**config.mk**
```make
export PLATFORM = sky130hd
export DESIGN_NAME = bitserial_logic_core
export DESIGN_NICKNAME = d
export VERILOG_FILES = /design/src/rtl/bitserial_logic_core.sv
export SDC_FILE = /design/constraint.sdc
export NUM_CORES = 1
export LEC_CHECK = 0
export BUFFER_PORTS_ARGS = -buffer_cell sky130_fd_sc_hd__buf_2
export CORE_MARGIN = 8
export CORE_UTILIZATION = 50
export DETAILED_ROUTE_END_ITERATION = 8
export MAX_ROUTING_LAYER = met4
export PLACE_DENSITY = 0.87
export SLEW_MARGIN = 20
export SYNTH_ARGS = -nofsm -noshare
export SYNTH_HDL_FRONTEND = slang
export SYNTH_SLANG_ARGS = --single-unit
```
**constraint.sdc**
```tcl
create_clock -name Clk -period 2.2 [get_ports Clk]
set_input_delay 0.11 -clock Clk [delete_from_list [all_inputs] [get_ports Clk]]
set_output_delay 0.11 -clock Clk [all_outputs]
set_load 0.02 [all_outputs]
```
**src/rtl/bitserial_logic_core.sv**
```systemverilog
// rtl/bitserial_logic_core.sv - bit-serial logic engine: two shift registers, 1-bit function slice, router
module bitserial_logic_core #(
    parameter int WIDTH = 8,
    parameter int CW    = $clog2(WIDTH + 1)
) (
    input  logic             Clk,
    input  logic             Reset_n,
    input  logic             LoadA,
    input  logic             LoadB,
    input  logic             Execute,
    input  logic [WIDTH-1:0] Din,
    input  logic [2:0]       F,
    input  logic [1:0]       R,
    input  logic [CW-1:0]    Nshift,
    output logic [WIDTH-1:0] A,
    output logic [WIDTH-1:0] B,
    output logic             Busy,
    output logic             Done,
    output logic [1:0]       State
);

    localparam logic [1:0] S_IDLE  = 2'b00;
    localparam logic [1:0] S_SHIFT = 2'b01;
    localparam logic [1:0] S_HOLD  = 2'b10;

    logic [1:0]    state;
    logic [CW-1:0] cnt;
    logic [2:0]    f_cap;
    logic [1:0]    r_cap;
    logic          f_bit;
    logic          new_a;
    logic          new_b;
    logic [CW-1:0] n_eff;

    always_comb begin
        f_bit = 1'b0;
        case (f_cap)
            3'b000: f_bit = A[0] & B[0];
            3'b001: f_bit = A[0] | B[0];
            3'b010: f_bit = A[0] ^ B[0];
            3'b011: f_bit = 1'b1;
            3'b100: f_bit = ~(A[0] & B[0]);
            3'b101: f_bit = ~(A[0] | B[0]);
            3'b110: f_bit = ~(A[0] ^ B[0]);
            default: f_bit = 1'b0;
        endcase
        new_a = A[0];
        new_b = B[0];
        case (r_cap)
            2'b00: begin new_a = A[0];  new_b = B[0];  end
            2'b01: begin new_a = A[0];  new_b = f_bit; end
            2'b10: begin new_a = f_bit; new_b = B[0];  end
            default: begin new_a = B[0]; new_b = A[0]; end
        endcase
    end

    // Out-of-range counts (0 or above WIDTH) collapse to a full-width run.
    assign n_eff = (Nshift == '0 || Nshift > CW'(WIDTH)) ? CW'(WIDTH) : Nshift;

    always_ff @(posedge Clk or negedge Reset_n) begin
        if (!Reset_n) begin
            state <= S_IDLE;
            A     <= '0;
            B     <= '0;
            cnt   <= '0;
            f_cap <= '0;
            r_cap <= '0;
            Done  <= 1'b0;
        end else begin
            case (state)
                S_IDLE: begin
                    Done <= 1'b0;
                    if (Execute) begin
                        f_cap <= F;
                        r_cap <= R;
                        cnt   <= n_eff;
                        state <= S_SHIFT;
                    end else begin
                        if (LoadA) A <= Din;
                        if (LoadB) B <= Din;
                    end
                end
                S_SHIFT: begin
                    A   <= {new_a, A[WIDTH-1:1]};
                    B   <= {new_b, B[WIDTH-1:1]};
                    cnt <= cnt - CW'(1);
                    if (cnt == CW'(1)) begin
                        state <= S_HOLD;
                        Done  <= 1'b1;
                    end
                end
                S_HOLD: begin
                    Done <= 1'b0;
                    // Waiting for Execute to drop gives one run per press.
                    if (!Execute) state <= S_IDLE;
                end
                default: begin
                    state <= S_IDLE;
                    Done  <= 1'b0;
                end
            endcase
        end
    end

    assign Busy  = (state != S_IDLE);
    assign State = state;

endmodule
```
==> impl_results.html, run 1 <==
<table>
<tr><th>Metric</th><th>Value</th></tr>
<tr><th colspan="2">STA</th></tr>
<tr><td>Final setup vio count</td><td>0</td></tr>
<tr><td>Final count of pins violating max slew</td><td>0</td></tr>
<tr><td>Unrepaired setup endpoints after global routing</td><td>no</td></tr>
<tr><td>Slew at the pin closest to its max-slew limit</td><td>0.621 ns</td></tr>
<tr><td>FMAX</td><td>590 MHz</td></tr>
<tr><td>Total negative slack</td><td>0 ns</td></tr>
<tr><td>Setup Skew</td><td>0.0127 ns</td></tr>
<tr><td>Min Tclk post-route</td><td>1.69 ns</td></tr>
<tr><td>Headroom to the max-slew limit</td><td>58.6%</td></tr>
<tr><td>Final Hold Vio Count</td><td>0</td></tr>
<tr><td>Share of the clock period used by the worst path after layout</td><td>77.0%</td></tr>
<tr><th colspan="2">Worst hold path</th></tr>
<tr><td>End point of the worst hold path</td><td>cnt[2]$_DFFE_PN0P_</td></tr>
<tr><td>Hold Crit Start</td><td>Nshift[2]</td></tr>
<tr><td>Min-Delay Path Class</td><td>input pin to register</td></tr>
<tr><td>Depth of the worst hold-timing path</td><td>3</td></tr>
<tr><th colspan="2">Setup path</th></tr>
<tr><td>Capturing point of the worst reg2reg path</td><td>B[7]$_DFFE_PN0P_</td></tr>
<tr><td>CP max FO</td><td>4</td></tr>
<tr><td>Launching element type of the critical path</td><td>register</td></tr>
<tr><td>Required time reported for the critical path endpoint</td><td>2.43 ns</td></tr>
<tr><td>Worst-case register-to-register setup slack</td><td>0.51 ns</td></tr>
<tr><td>R2r startpoint</td><td>A[0]$_DFFE_PN0P_</td></tr>
<tr><td>R2r worst-path depth</td><td>6</td></tr>
<tr><td>Worst path arrival time</td><td>1.92 ns</td></tr>
<tr><td>Class of the most critical setup path</td><td>register to register</td></tr>
<tr><td>Type of destination of the critical path</td><td>register</td></tr>
<tr><th colspan="2">Placement</th></tr>
<tr><td>Number of cells in the design after placement</td><td>~210</td></tr>
<tr><td>Global placement routability congestion</td><td>0.872</td></tr>
<tr><td>Hpwl dp</td><td>2570 µm</td></tr>
<tr><td>Port-buffer cells</td><td>a little over 40</td></tr>
<tr><th colspan="2">Global route</th></tr>
<tr><td>GRT overflow</td><td>0</td></tr>
<tr><td>Global Route Usage Sum</td><td>14.9%</td></tr>
<tr><td>Largest net degree at the start of global routing</td><td>29</td></tr>
<tr><td>Vias in the first global route</td><td>1287</td></tr>
<tr><td>Wire length of the first global-routing pass</td><td>~6000 µm</td></tr>
<tr><td>Initial antenna violation count</td><td>0</td></tr>
<tr><th colspan="2">Synthesis</th></tr>
<tr><td>Synthesis warning total</td><td>0</td></tr>
<tr><td>Most common flop cell mapped by yosys</td><td>dfrtp_1</td></tr>
<tr><td>Post-synthesis cell type count</td><td>30</td></tr>
<tr><td>Syn Nets</td><td>roughly 170</td></tr>
<tr><td>Synth Cell Area</td><td>between 1000 and 1500 µm²</td></tr>
<tr><td>Flip-flop and latch count after synthesis</td><td>28</td></tr>
<tr><td>Post-synth EDFFs</td><td>0</td></tr>
<tr><td>Register area share after synthesis</td><td>48.4%</td></tr>
<tr><td>Syn avg cell area</td><td>10.3 µm²</td></tr>
<tr><td>Asr flop ratio synth</td><td>100%</td></tr>
<tr><td>Count of mapped cells out of synthesis</td><td>between 100 and 150</td></tr>
<tr><th colspan="2">Route</th></tr>
<tr><td>Number of iterations in the first detailed-routing pass</td><td>4</td></tr>
<tr><td>Routed WL</td><td>3370 µm</td></tr>
<tr><td>Mean routed wirelength per cell</td><td>15.4 µm</td></tr>
<tr><td>Number of DRC markers after the initial detailed-route iteration</td><td>66</td></tr>
<tr><td>Total via count after detailed routing</td><td>about 1200</td></tr>
<tr><td>Number of DRC violations after detailed routing</td><td>0</td></tr>
<tr><td>Post-DRT Antenna Nets</td><td>0</td></tr>
<tr><td>Via-to-Cell Ratio</td><td>between 5 and 6</td></tr>
<tr><th colspan="2">Floorplan</th></tr>
<tr><td>Die Width</td><td>about 70 µm</td></tr>
<tr><td>Initial Util</td><td>52.5%</td></tr>
<tr><td>Core area</td><td>2760 µm²</td></tr>
<tr><td>Number of top-level design ports</td><td>42</td></tr>
<tr><td>Die H</td><td>69.8 µm</td></tr>
<tr><td>Die area</td><td>4870 µm²</td></tr>
<tr><td>Number of rows in the core area</td><td>19</td></tr>
<tr><th colspan="2">Status</th></tr>
<tr><td>Status</td><td>complete, no violations</td></tr>
<tr><th colspan="2">Cells and area</th></tr>
<tr><td>Finished Layout Cells</td><td>219</td></tr>
<tr><td>Proportion of layout cells with a drive suffix above 1</td><td>31.4%</td></tr>
<tr><td>Most frequent cells in the layout</td><td>buf_2 (41), dfrtp_1 (28), nand2_1 (21), o21ai_1 (16), mux2i_1 (12)</td></tr>
<tr><td>Antenna diode instance count</td><td>0</td></tr>
<tr><td>Synth-to-Final Area Change</td><td>23.9%</td></tr>
<tr><td>Count of fill cells added during filler insertion</td><td>218</td></tr>
<tr><td>Leading cell type in the layout, fill and taps excluded</td><td>buf_2</td></tr>
<tr><td>Final net count</td><td>215</td></tr>
<tr><th colspan="2">Power</th></tr>
<tr><td>Share of total power consumed by net switching</td><td>roughly 44%</td></tr>
<tr><td>Proportion of power drawn by combinational gates</td><td>50.5%</td></tr>
<tr><td>Static power due to leakage</td><td>0.000853 µW</td></tr>
<tr><td>Worst IR drop on VDD</td><td>1100 µV</td></tr>
<tr><td>Clock group share of total power</td><td>10.1%</td></tr>
<tr><td>Power density normalized to cell area</td><td>1370 nW/µm²</td></tr>
<tr><td>Net switching power of the design</td><td>1090 µW</td></tr>
<tr><td>Sequential share of power</td><td>39.4%</td></tr>
<tr><td>Total internal power</td><td>around 1400 µW</td></tr>
<tr><th colspan="2">Flow run</th></tr>
<tr><td>Number of max-capacitance violations reported</td><td>0</td></tr>
<tr><th colspan="2">CTS</th></tr>
<tr><td>CTS Buf Count</td><td>3</td></tr>
<tr><td>CTS tree</td><td>built</td></tr>
<tr><td>Clock latency on the worst-skew pair</td><td>approximately 0.33 ns</td></tr>
<tr><td>H-tree Lvls</td><td>1</td></tr>
<tr><td>Root buf cell</td><td>clkbuf_4</td></tr>
<tr><td>Resize count post-CTS</td><td>0</td></tr>
<tr><td>Clock Path Buffers</td><td>2</td></tr>
<tr><td>Clock transition at path regs</td><td>0.15 ns</td></tr>
<tr><td>Sink Count</td><td>28</td></tr>
</table>
==> cell usage after synthesis (all sizes together), types with 4 or more instances <==
cell,n,area [µm²]
dfrtp,28,701
nand2,21,78.8
o21ai,19,95.1
mux2i,12,120
mux2,7,97.6
buf,6,32.5
nor2,6,30.0
inv,5,18.8
a21oi,4,20.0
a32oi,4,35.0
ha,4,50.1
==> worst max-delay path by stage <==
| stage | startpoint | endpoint | depth (start not counted) |
|---|---|---|---|
| floorplan | A[0]$_DFFE_PN0P_ | B[7]$_DFFE_PN0P_ | 6 |
| global placement | A[0]$_DFFE_PN0P_ | B[7]$_DFFE_PN0P_ | 6 |
| detailed placement | A[0]$_DFFE_PN0P_ | B[7]$_DFFE_PN0P_ | 6 |
| CTS | A[0]$_DFFE_PN0P_ | B[7]$_DFFE_PN0P_ | 6 |
| global route | A[0]$_DFFE_PN0P_ | B[7]$_DFFE_PN0P_ | 6 |
| finish | A[0]$_DFFE_PN0P_ | B[7]$_DFFE_PN0P_ | 6 |
==> critical path: stages, from the launching register on <==
cell and delay [ns]:
dfrtp_1 0.41, inv_1 0.09, ha_1 0.29, mux2_1 0.28, o22ai_1 0.18, xor2_1 0.21
o211ai_1 0.12
==> timing repair <==
item,in CTS,in global routing
endpoints found under the hold margin,33,0
hold buffers,6,0
setup buffers,0,0
==> registers in the layout (all words and copies together) (netlist names) <==
signal and cells:
A 8, B 8, cnt 4, f_cap 3
State 2, r_cap 2, Done 1
==> power groups by stage <==
stage / Clock (µW) / Sequential, µW / Combinational [µW]
final: 249 / 971 / 1240
after floorplan: 0 / 1080 / 755
after global routing: 283 / 1010 / 1390
after global placement: 0 / 963 / 1210
after detailed placement: 0 / 982 / 1250
after CTS: 254 / 971 / 1260
==> area by class of cell <==
type | count | area [µm²] | share of cell area [%]
well taps | 31 | 38.8 | 2.16
multi-input cells | 100 | 703 | 39.2
repair buffers | 51 | 295 | 16.5
flip-flops and latches | 28 | 701 | 39.1
inverters | 5 | 18.8 | 1.05
clock buffers | 4 | 36.3 | 2.02
==> kinds of logic (layout without fill, tap and decap cells) <==
family,count (synthesis),in the layout,share of synthesized area (%)
xor gates and xnor gates,1,1,0.605
DFF,28,28,48.4
buffers and inverters,13,60,4.06
and+or+nand+nor,43,43,15.0
AOI/OAI and AO/OA,33,33,13.4
muxes,19,19,15.0
adders and majority gates,4,4,3.46
==> per-stage QoR <==
step	hold slack (ns)	util (%)	area, µm²	setup slack (ns)	total power (µW)
2_1_floorplan	-0.186	-	1450	0.482	1840
3_3_place_gp	0.152	61.5	1700	0.597	2170
5_1_grt	0.00379	65.0	1790	0.371	2690
4_1_cts	0.0179	65.0	1790	0.511	2480
6_report	0.0151	65.0	1790	0.505	2460
3_5_place_dp	0.165	61.5	1700	0.523	2230
==> routing by layer <==
layer / vias up / part of all wire [%] / GRT usage, %
li1: 597 / - / -
met1: 590 / 43 / 16.4
met2: 42 / 48 / 24.8
met3: 7 / 7.8 / 6.01
met4: 0 / 0.86 / 3.13
met5: - / 0 / -
Power figures use the tool's default switching activity.
==> run 2: changes to the inputs <==
Settings changed: ABC_AREA set to 1, CORE_UTILIZATION 50 to 46, PLACE_DENSITY 0.87 to 0.84.
Clock period 2.2 ns to 1.38 ns, I/O delays scaled along.
==> impl_results.html, run 2 <==
<table>
<tr><th>Metric</th><th>Value</th></tr>
<tr><th colspan="2">STA</th></tr>
<tr><td>Headroom to the max-slew limit</td><td>58.5%</td></tr>
<tr><td>Share of the clock period used by the worst path after layout</td><td>97.4%</td></tr>
<tr><td>Setup Skew</td><td>0.0134 ns</td></tr>
<tr><td>Min Tclk post-route</td><td>around 1.3 ns</td></tr>
<tr><td>Final count of pins violating max slew</td><td>0</td></tr>
<tr><td>Unrepaired setup endpoints after global routing</td><td>yes</td></tr>
<tr><td>Slew at the pin closest to its max-slew limit</td><td>0.623 ns</td></tr>
<tr><td>Final setup vio count</td><td>0</td></tr>
<tr><td>FMAX</td><td>between 700 and 800 MHz</td></tr>
<tr><td>Final Hold Vio Count</td><td>0</td></tr>
<tr><td>Total negative slack</td><td>0 ns</td></tr>
<tr><th colspan="2">Route</th></tr>
<tr><td>Post-DRT Antenna Nets</td><td>0</td></tr>
<tr><td>Number of iterations in the first detailed-routing pass</td><td>4</td></tr>
<tr><td>Routed WL</td><td>3810 µm</td></tr>
<tr><td>Total via count after detailed routing</td><td>around 1400</td></tr>
<tr><td>Via-to-Cell Ratio</td><td>4.86</td></tr>
<tr><td>Number of DRC violations after detailed routing</td><td>0</td></tr>
<tr><td>Number of DRC markers after the initial detailed-route iteration</td><td>93</td></tr>
<tr><td>Mean routed wirelength per cell</td><td>12.9 µm</td></tr>
<tr><th colspan="2">Power</th></tr>
<tr><td>Static power due to leakage</td><td>0.00104 µW</td></tr>
<tr><td>Worst IR drop on VDD</td><td>1070 µV</td></tr>
<tr><td>Power density normalized to cell area</td><td>2720 nW/µm²</td></tr>
<tr><th colspan="2">Synthesis</th></tr>
<tr><td>Flip-flop and latch count after synthesis</td><td>28</td></tr>
<tr><td>Register area share after synthesis</td><td>45.8%</td></tr>
<tr><td>Syn avg cell area</td><td>approximately 7.9 µm²</td></tr>
<tr><td>Count of mapped cells out of synthesis</td><td>193</td></tr>
<tr><td>Synth Cell Area</td><td>1530 µm²</td></tr>
<tr><td>Syn Nets</td><td>219</td></tr>
<tr><td>Asr flop ratio synth</td><td>100%</td></tr>
<tr><td>Proportion of netlist area held by the largest area contributor</td><td>between 40 and 50%</td></tr>
<tr><td>Post-synthesis cell type count</td><td>26</td></tr>
<tr><td>Most frequent cells after synthesis</td><td>nand2_1 (59), dfrtp_1 (28), inv_1 (26)</td></tr>
<tr><td>Synthesis warning total</td><td>0</td></tr>
<tr><td>Post-synth top area cell</td><td>dfrtp_1</td></tr>
<tr><td>Post-synth EDFFs</td><td>0</td></tr>
<tr><td>Most common flop cell mapped by yosys</td><td>dfrtp_1</td></tr>
<tr><td>Dominant cells by area after synthesis</td><td>dfrtp_1 (46%), nand2_1 (14%), nand3_1 (7.9%)</td></tr>
<tr><td>Count leader, synth</td><td>nand2_1</td></tr>
<tr><th colspan="2">Cells and area</th></tr>
<tr><td>Proportion of layout cells with a drive suffix above 1</td><td>32.9%</td></tr>
<tr><td>Synth-to-Final Area Change</td><td>29.1%</td></tr>
<tr><td>Cell area after layout</td><td>between 1500 and 2000 µm²</td></tr>
<tr><td>Finished Layout Cells</td><td>295</td></tr>
<tr><td>Antenna diode instance count</td><td>0</td></tr>
<tr><td>Leading cell type in the layout, fill and taps excluded</td><td>nand2_1</td></tr>
<tr><td>Top flop regs</td><td>A (8), B (8), cnt (4)</td></tr>
<tr><td>Final net count</td><td>276</td></tr>
<tr><td>Most frequent cells in the layout</td><td>nand2_1 (55), buf_2 (41), dfrtp_1 (25), inv_1 (24), nand3_1 (22)</td></tr>
<tr><th colspan="2">CTS</th></tr>
<tr><td>Sink Count</td><td>28</td></tr>
<tr><td>Clock latency on the worst-skew pair</td><td>around 0.33 ns</td></tr>
<tr><td>CTS tree</td><td>built</td></tr>
<tr><td>Clock transition at path regs</td><td>0.16 ns</td></tr>
<tr><td>Root buf cell</td><td>clkbuf_4</td></tr>
<tr><td>CTS Buf Count</td><td>3</td></tr>
<tr><td>Clock Path Buffers</td><td>2</td></tr>
<tr><td>H-tree Lvls</td><td>1</td></tr>
<tr><th colspan="2">Global route</th></tr>
<tr><td>Met3 usage</td><td>2.73%</td></tr>
<tr><td>Wire length of the first global-routing pass</td><td>between 6000 and 7000 µm</td></tr>
<tr><td>Global routing met2 resource utilization</td><td>between 20 and 25%</td></tr>
<tr><td>GRT overflow</td><td>0</td></tr>
<tr><td>Initial antenna violation count</td><td>0</td></tr>
<tr><td>Layer carrying the most global-route usage</td><td>met2</td></tr>
<tr><td>Largest net degree at the start of global routing</td><td>29</td></tr>
<tr><td>Vias in the first global route</td><td>1368</td></tr>
<tr><td>Met1 track demand over resource in global routing</td><td>18.3%</td></tr>
<tr><td>Global Route Usage Sum</td><td>14.7%</td></tr>
<tr><th colspan="2">Setup path</th></tr>
<tr><td>Required time reported for the critical path endpoint</td><td>1.63 ns</td></tr>
<tr><td>CP max FO</td><td>4</td></tr>
<tr><td>R2r worst-path depth</td><td>8</td></tr>
<tr><td>Number of buffer and inverter instances along the worst setup path</td><td>1</td></tr>
<tr><td>Critical Path Stages</td><td>8</td></tr>
<tr><td>Crit-path leading delay family</td><td>flip-flops</td></tr>
<tr><td>Class of the most critical setup path</td><td>register to register</td></tr>
<tr><td>Worst path arrival time</td><td>1.59 ns</td></tr>
<tr><td>Sequence of cells on the critical path</td><td>inv_2 -&gt; ha_4 -&gt; a21oi_2 -&gt; nand3_1 -&gt; nand3_2 -&gt; nand2_1 -&gt; nand2_1 -&gt; a21oi_2</td></tr>
<tr><td>Slowest library cell on the worst path</td><td>dfrtp_2</td></tr>
<tr><td>Launching element type of the critical path</td><td>register</td></tr>
<tr><td>Slowest cell delay on critical path</td><td>roughly 0.46 ns</td></tr>
<tr><td>Type of destination of the critical path</td><td>register</td></tr>
<tr><th colspan="2">Floorplan</th></tr>
<tr><td>Die area</td><td>5420 µm²</td></tr>
<tr><td>Number of top-level design ports</td><td>42</td></tr>
<tr><td>Die Width</td><td>73.7 µm</td></tr>
<tr><td>Number of rows in the core area</td><td>21</td></tr>
<tr><td>Initial Util</td><td>a little under half</td></tr>
<tr><td>Die H</td><td>around 74 µm</td></tr>
<tr><td>Core area</td><td>between 3000 and 4000 µm²</td></tr>
<tr><th colspan="2">Placement</th></tr>
<tr><td>Number of cells in the design after placement</td><td>284</td></tr>
<tr><td>Global placement routability congestion</td><td>0.863</td></tr>
<tr><td>Port-buffer cells</td><td>a little over 40</td></tr>
<tr><td>Hpwl dp</td><td>2750 µm</td></tr>
<tr><td>Cell area reported after detailed placement</td><td>1810 µm²</td></tr>
<tr><th colspan="2">Worst hold path</th></tr>
<tr><td>Depth of the worst hold-timing path</td><td>3</td></tr>
<tr><td>Min-Delay Path Class</td><td>input pin to register</td></tr>
<tr><th colspan="2">Status</th></tr>
<tr><td>Status</td><td>complete, no violations</td></tr>
<tr><th colspan="2">Flow run</th></tr>
<tr><td>Number of max-capacitance violations reported</td><td>0</td></tr>
</table>
==> run 2: cell type report <==
type	instances	area, µm²
clock buffer	3	22.5
clock inverter	1	30.0
fill	296	1280
inverter	30	118
multi-input combinational	131	709
sequential	28	704
tap	46	57.6
timing repair buffer	56	333
==> run 2: path summary, 6_finish.rpt <==
kind,startpoint,endpoint,slack [ns]
worst max-delay path,B[0]$_DFFE_PN0P_,B[7]$_DFFE_PN0P_,0.04
worst min-delay path,Nshift[1],cnt[1]$_DFFE_PN0P_,0.03
worst max register to register,B[0]$_DFFE_PN0P_,B[7]$_DFFE_PN0P_,0.04
worst min register to register,cnt[0]$_DFFE_PN0P_,cnt[0]$_DFFE_PN0P_,0.51
max in group asynchronous,Reset_n,State[1]$_DFFE_PN0P_,0.66
min in group asynchronous,Reset_n,A[5]$_DFFE_PN0P_,0.27
==> run 2: cells by family after synthesis <==
group	after synthesis	synth area share (%)
AO/OA/AOI/OAI	23	11.5
AND/OR/NAND/NOR	103	28.5
buffers and inverters	34	10.4
adder cells (fa/ha/maj)	4	3.27
XOR/XNOR	1	0.573
flip-flops	28	45.8
==> run 2: through the flow <==
step | hold WS [ns] | setup slack, ns | utilization (%) | power, µW
3_5_place_dp | 0.124 | 0.0341 | 55.6 | 4630
2_1_floorplan | -0.227 | 0.0104 | - | 3790
4_1_cts | 0.0124 | 0.0184 | 59.1 | 5180
3_3_place_gp | 0.127 | 0.0795 | 55.6 | 4540
5_1_grt | 0.0234 | -0.0527 | 60.6 | 5800
6_report | 0.0276 | 0.0357 | 60.6 | 5370
==> run 2: per-layer routing <==
layer / vias up / wire, µm
met3: 6 / 161
met5: - / 0
met1: 667 / 1750
met2: 36 / 1860
met4: 0 / 38
li1: 724 / -
==> run 2: report_power, final <==
group | internal, µW | leakage, µW | switching [µW]
Combinational | 1220 | 0.000683 | 1970
Sequential | 1260 | 0.000330 | 376
Clock | 294 | 0.0000279 | 250
Total | 2770 | 0.00104 | 2590
==> run 2: repair_timing <==
| item | 4_1_cts | 5_1_grt |
|---|---|---|
| endpoints found under the setup margin | 0 | 12 |
| gates resized for setup | 0 | 12 |
| hold buffers | 6 | 0 |
| endpoints found under the hold margin | 33 | 0 |
| buffers inserted | 0 | 1 |
==> run 2: worst register-to-register path: stages, from the launching register on <==
cell and delay, ns:
dfrtp_2 0.46, inv_2 0.08, ha_4 0.21, a21oi_2 0.13
nand3_1 0.13, nand3_2 0.08, nand2_1 0.05, nand2_1 0.07
a21oi_2 0.05
==> run 3: changes to the inputs <==
Settings changed: CELL_PAD_IN_SITES_DETAIL_PLACEMENT set to 2, CELL_PAD_IN_SITES_GLOBAL_PLACEMENT set to 2, CORE_UTILIZATION 46 to 26.
==> impl_results.html, run 3 (synthesis results as in run 2) <==
<table>
<tr><th>Metric</th><th>Value</th></tr>
<tr><th colspan="2">Status</th></tr>
<tr><td>Status</td><td>finished, violations left</td></tr>
<tr><td>Failing checks</td><td>negative setup slack</td></tr>
<tr><th colspan="2">CTS</th></tr>
<tr><td>CTS tree</td><td>built</td></tr>
<tr><td>Clock latency on the worst-skew pair</td><td>0.29 ns</td></tr>
<tr><td>H-tree Lvls</td><td>1</td></tr>
<tr><td>Clock Path Buffers</td><td>2</td></tr>
<tr><td>Root buf cell</td><td>clkbuf_8</td></tr>
<tr><td>CTS Buf Count</td><td>3</td></tr>
<tr><td>Clock transition at path regs</td><td>0.11 ns</td></tr>
<tr><td>Sink Count</td><td>28</td></tr>
<tr><th colspan="2">Floorplan</th></tr>
<tr><td>Core area</td><td>between 5000 and 6000 µm²</td></tr>
<tr><td>Initial Util</td><td>26.3%</td></tr>
<tr><td>Die H</td><td>92.7 µm</td></tr>
<tr><td>Number of rows in the core area</td><td>28</td></tr>
<tr><td>Number of top-level design ports</td><td>42</td></tr>
<tr><td>Die Width</td><td>92.7 µm</td></tr>
<tr><td>Die area</td><td>8590 µm²</td></tr>
<tr><th colspan="2">Route</th></tr>
<tr><td>Number of DRC markers after the initial detailed-route iteration</td><td>24</td></tr>
<tr><td>Number of iterations in the first detailed-routing pass</td><td>3</td></tr>
<tr><td>Mean routed wirelength per cell</td><td>17.5 µm</td></tr>
<tr><td>Post-DRT Antenna Nets</td><td>0</td></tr>
<tr><td>Total via count after detailed routing</td><td>1549</td></tr>
<tr><td>Routed WL</td><td>5750 µm</td></tr>
<tr><td>Number of DRC violations after detailed routing</td><td>0</td></tr>
<tr><td>Via-to-Cell Ratio</td><td>around 4.7</td></tr>
<tr><th colspan="2">Worst hold path</th></tr>
<tr><td>Hold Crit Start</td><td>F[0]</td></tr>
<tr><td>End point of the worst hold path</td><td>f_cap[0]$_DFFE_PN0P_</td></tr>
<tr><td>Min-Delay Path Class</td><td>input pin to register</td></tr>
<tr><td>Depth of the worst hold-timing path</td><td>3</td></tr>
<tr><th colspan="2">Global route</th></tr>
<tr><td>Initial antenna violation count</td><td>0</td></tr>
<tr><td>Vias in the first global route</td><td>1755</td></tr>
<tr><td>GRT overflow</td><td>0</td></tr>
<tr><td>Wire length of the first global-routing pass</td><td>roughly 8700 µm</td></tr>
<tr><td>Global Route Usage Sum</td><td>13.1%</td></tr>
<tr><td>Largest net degree at the start of global routing</td><td>29</td></tr>
<tr><th colspan="2">Cells and area</th></tr>
<tr><td>Core utilization of the finished layout</td><td>roughly 36%</td></tr>
<tr><td>Proportion of layout cells with a drive suffix above 1</td><td>36.8%</td></tr>
<tr><td>Final net count</td><td>280</td></tr>
<tr><td>Antenna diode instance count</td><td>0</td></tr>
<tr><td>Most frequent cells in the layout</td><td>nand2_1 (52), buf_2 (41), dfrtp_1 (26), inv_1 (24), nand3_1 (19)</td></tr>
<tr><td>Top flop regs</td><td>A (8), B (8), cnt (4)</td></tr>
<tr><td>Leading cell type in the layout, fill and taps excluded</td><td>nand2_1</td></tr>
<tr><td>Synth-to-Final Area Change</td><td>36.1%</td></tr>
<tr><td>Finished Layout Cells</td><td>between 300 and 400</td></tr>
<tr><th colspan="2">Placement</th></tr>
<tr><td>Number of cells in the design after placement</td><td>314</td></tr>
<tr><td>Global placement routability congestion</td><td>0.797</td></tr>
<tr><td>Port-buffer cells</td><td>41</td></tr>
<tr><td>Hpwl dp</td><td>3730 µm</td></tr>
<tr><td>Worst slack, placed</td><td>-0.0545 ns</td></tr>
<tr><th colspan="2">Setup path</th></tr>
<tr><td>Worst-case register-to-register setup slack</td><td>-0.05 ns</td></tr>
<tr><td>CP max FO</td><td>3</td></tr>
<tr><td>Sequence of cells on the critical path</td><td>inv_2 -&gt; ha_4 -&gt; a21oi_2 -&gt; nand3_2 -&gt; nand3_2 -&gt; nand2_1 -&gt; nand2_1 -&gt; a21oi_1</td></tr>
<tr><td>Slowest library cell on the worst path</td><td>dfrtp_2</td></tr>
<tr><td>R2r startpoint</td><td>A[0]$_DFFE_PN0P_</td></tr>
<tr><td>Capturing point of the worst reg2reg path</td><td>A[7]$_DFFE_PN0P_</td></tr>
<tr><td>Required time reported for the critical path endpoint</td><td>between 1.5 and 2 ns</td></tr>
<tr><td>Launching element type of the critical path</td><td>register</td></tr>
<tr><td>Type of destination of the critical path</td><td>register</td></tr>
<tr><td>R2r worst-path depth</td><td>8</td></tr>
<tr><td>Slowest cell delay on critical path</td><td>0.45 ns</td></tr>
<tr><td>Worst path arrival time</td><td>between 1.5 and 2 ns</td></tr>
<tr><td>Class of the most critical setup path</td><td>register to register</td></tr>
<tr><th colspan="2">STA</th></tr>
<tr><td>Unrepaired setup endpoints after global routing</td><td>yes</td></tr>
<tr><td>Final count of pins violating max slew</td><td>0</td></tr>
<tr><td>Slew at the pin closest to its max-slew limit</td><td>0.685 ns</td></tr>
<tr><td>Setup Skew</td><td>~0.0039 ns</td></tr>
<tr><td>Final Hold Vio Count</td><td>0</td></tr>
<tr><td>Share of the clock period used by the worst path after layout</td><td>104%</td></tr>
<tr><td>Headroom to the max-slew limit</td><td>between 50% and 60%</td></tr>
<tr><td>Final setup vio count</td><td>2</td></tr>
<tr><td>Fin worst setup slack</td><td>-0.0521 ns</td></tr>
<tr><td>Total negative slack</td><td>-0.0890 ns</td></tr>
<tr><td>FMAX</td><td>698 MHz</td></tr>
<tr><td>Min Tclk post-route</td><td>1.43 ns</td></tr>
<tr><th colspan="2">Power</th></tr>
<tr><td>Power consumption</td><td>6090 µW</td></tr>
<tr><td>Worst IR drop on VDD</td><td>777 µV</td></tr>
<tr><td>Static power due to leakage</td><td>0.00108 µW</td></tr>
<tr><td>Power density normalized to cell area</td><td>2930 nW/µm²</td></tr>
<tr><th colspan="2">Flow run</th></tr>
<tr><td>Number of max-capacitance violations reported</td><td>0</td></tr>
</table>
## run 3: worst max-delay path: cells and delay by family, from the launching register on
kind	cells	cell delay (ns)
adder cells (fa/ha/maj)	1	0.21
AND/OR/NAND/NOR	4	0.35
flip-flops	1	0.45
AO/OA/AOI/OAI	2	0.23
buffers and inverters	1	0.08
## run 3: worst max path at each step
| stage | to | startpoint |
|---|---|---|
| after floorplan | A[7]$_DFFE_PN0P_ | A[0]$_DFFE_PN0P_ |
| after global placement | B[7]$_DFFE_PN0P_ | A[0]$_DFFE_PN0P_ |
| after detailed placement | B[7]$_DFFE_PN0P_ | A[0]$_DFFE_PN0P_ |
| after CTS | B[7]$_DFFE_PN0P_ | A[0]$_DFFE_PN0P_ |
| after global routing | A[7]$_DFFE_PN0P_ | A[0]$_DFFE_PN0P_ |
| final | A[7]$_DFFE_PN0P_ | A[0]$_DFFE_PN0P_ |
## run 3: metal layers
metal | routed length, µm | global-route usage, % | up-vias
met3 | 85 | 1.62 | 11
met2 | 3230 | 24.5 | 26
met5 | 0 | - | -
li1 | - | - | 726
met1 | 2310 | 13.7 | 786
met4 | 121 | 4.56 | 0
## run 3: through the flow
step	hold slack [ns]	cell area, µm²
final	0.00973	2080
after global routing	0.0259	2080
after CTS	0.00436	2000
after detailed placement	0.146	1860
after global placement	0.136	1860
after floorplan	-0.227	1530
## run 3: area by class of cell
class,count,area [µm²]
clock inverters,1,30.0
inverters,30,118
clock buffers,3,41.3
flip-flops and latches,28,703
fillers,717,3730
repair buffers,60,358
multi-input cells,131,737
well taps,75,93.8
## run 3: power breakdown
group,switching (µW),leakage (µW),internal (µW),total (µW)
clock,306,0.0000357,390,695
combinational,2310,0.000711,1390,3700
sequential,430,0.000332,1260,1690
total,3050,0.00108,3040,6090
## run 3: repair_timing
| action | in CTS | in global routing |
|---|---|---|
| setup endpoints to repair | 3 | 17 |
| endpoints found under the hold margin | 31 | 0 |
| gates resized for setup | 7 | 11 |
| pin swaps | 2 | 4 |
| buffers inserted | 1 | 5 |
| hold buffers | 4 | 0 |
| cloned | 0 | 0 |
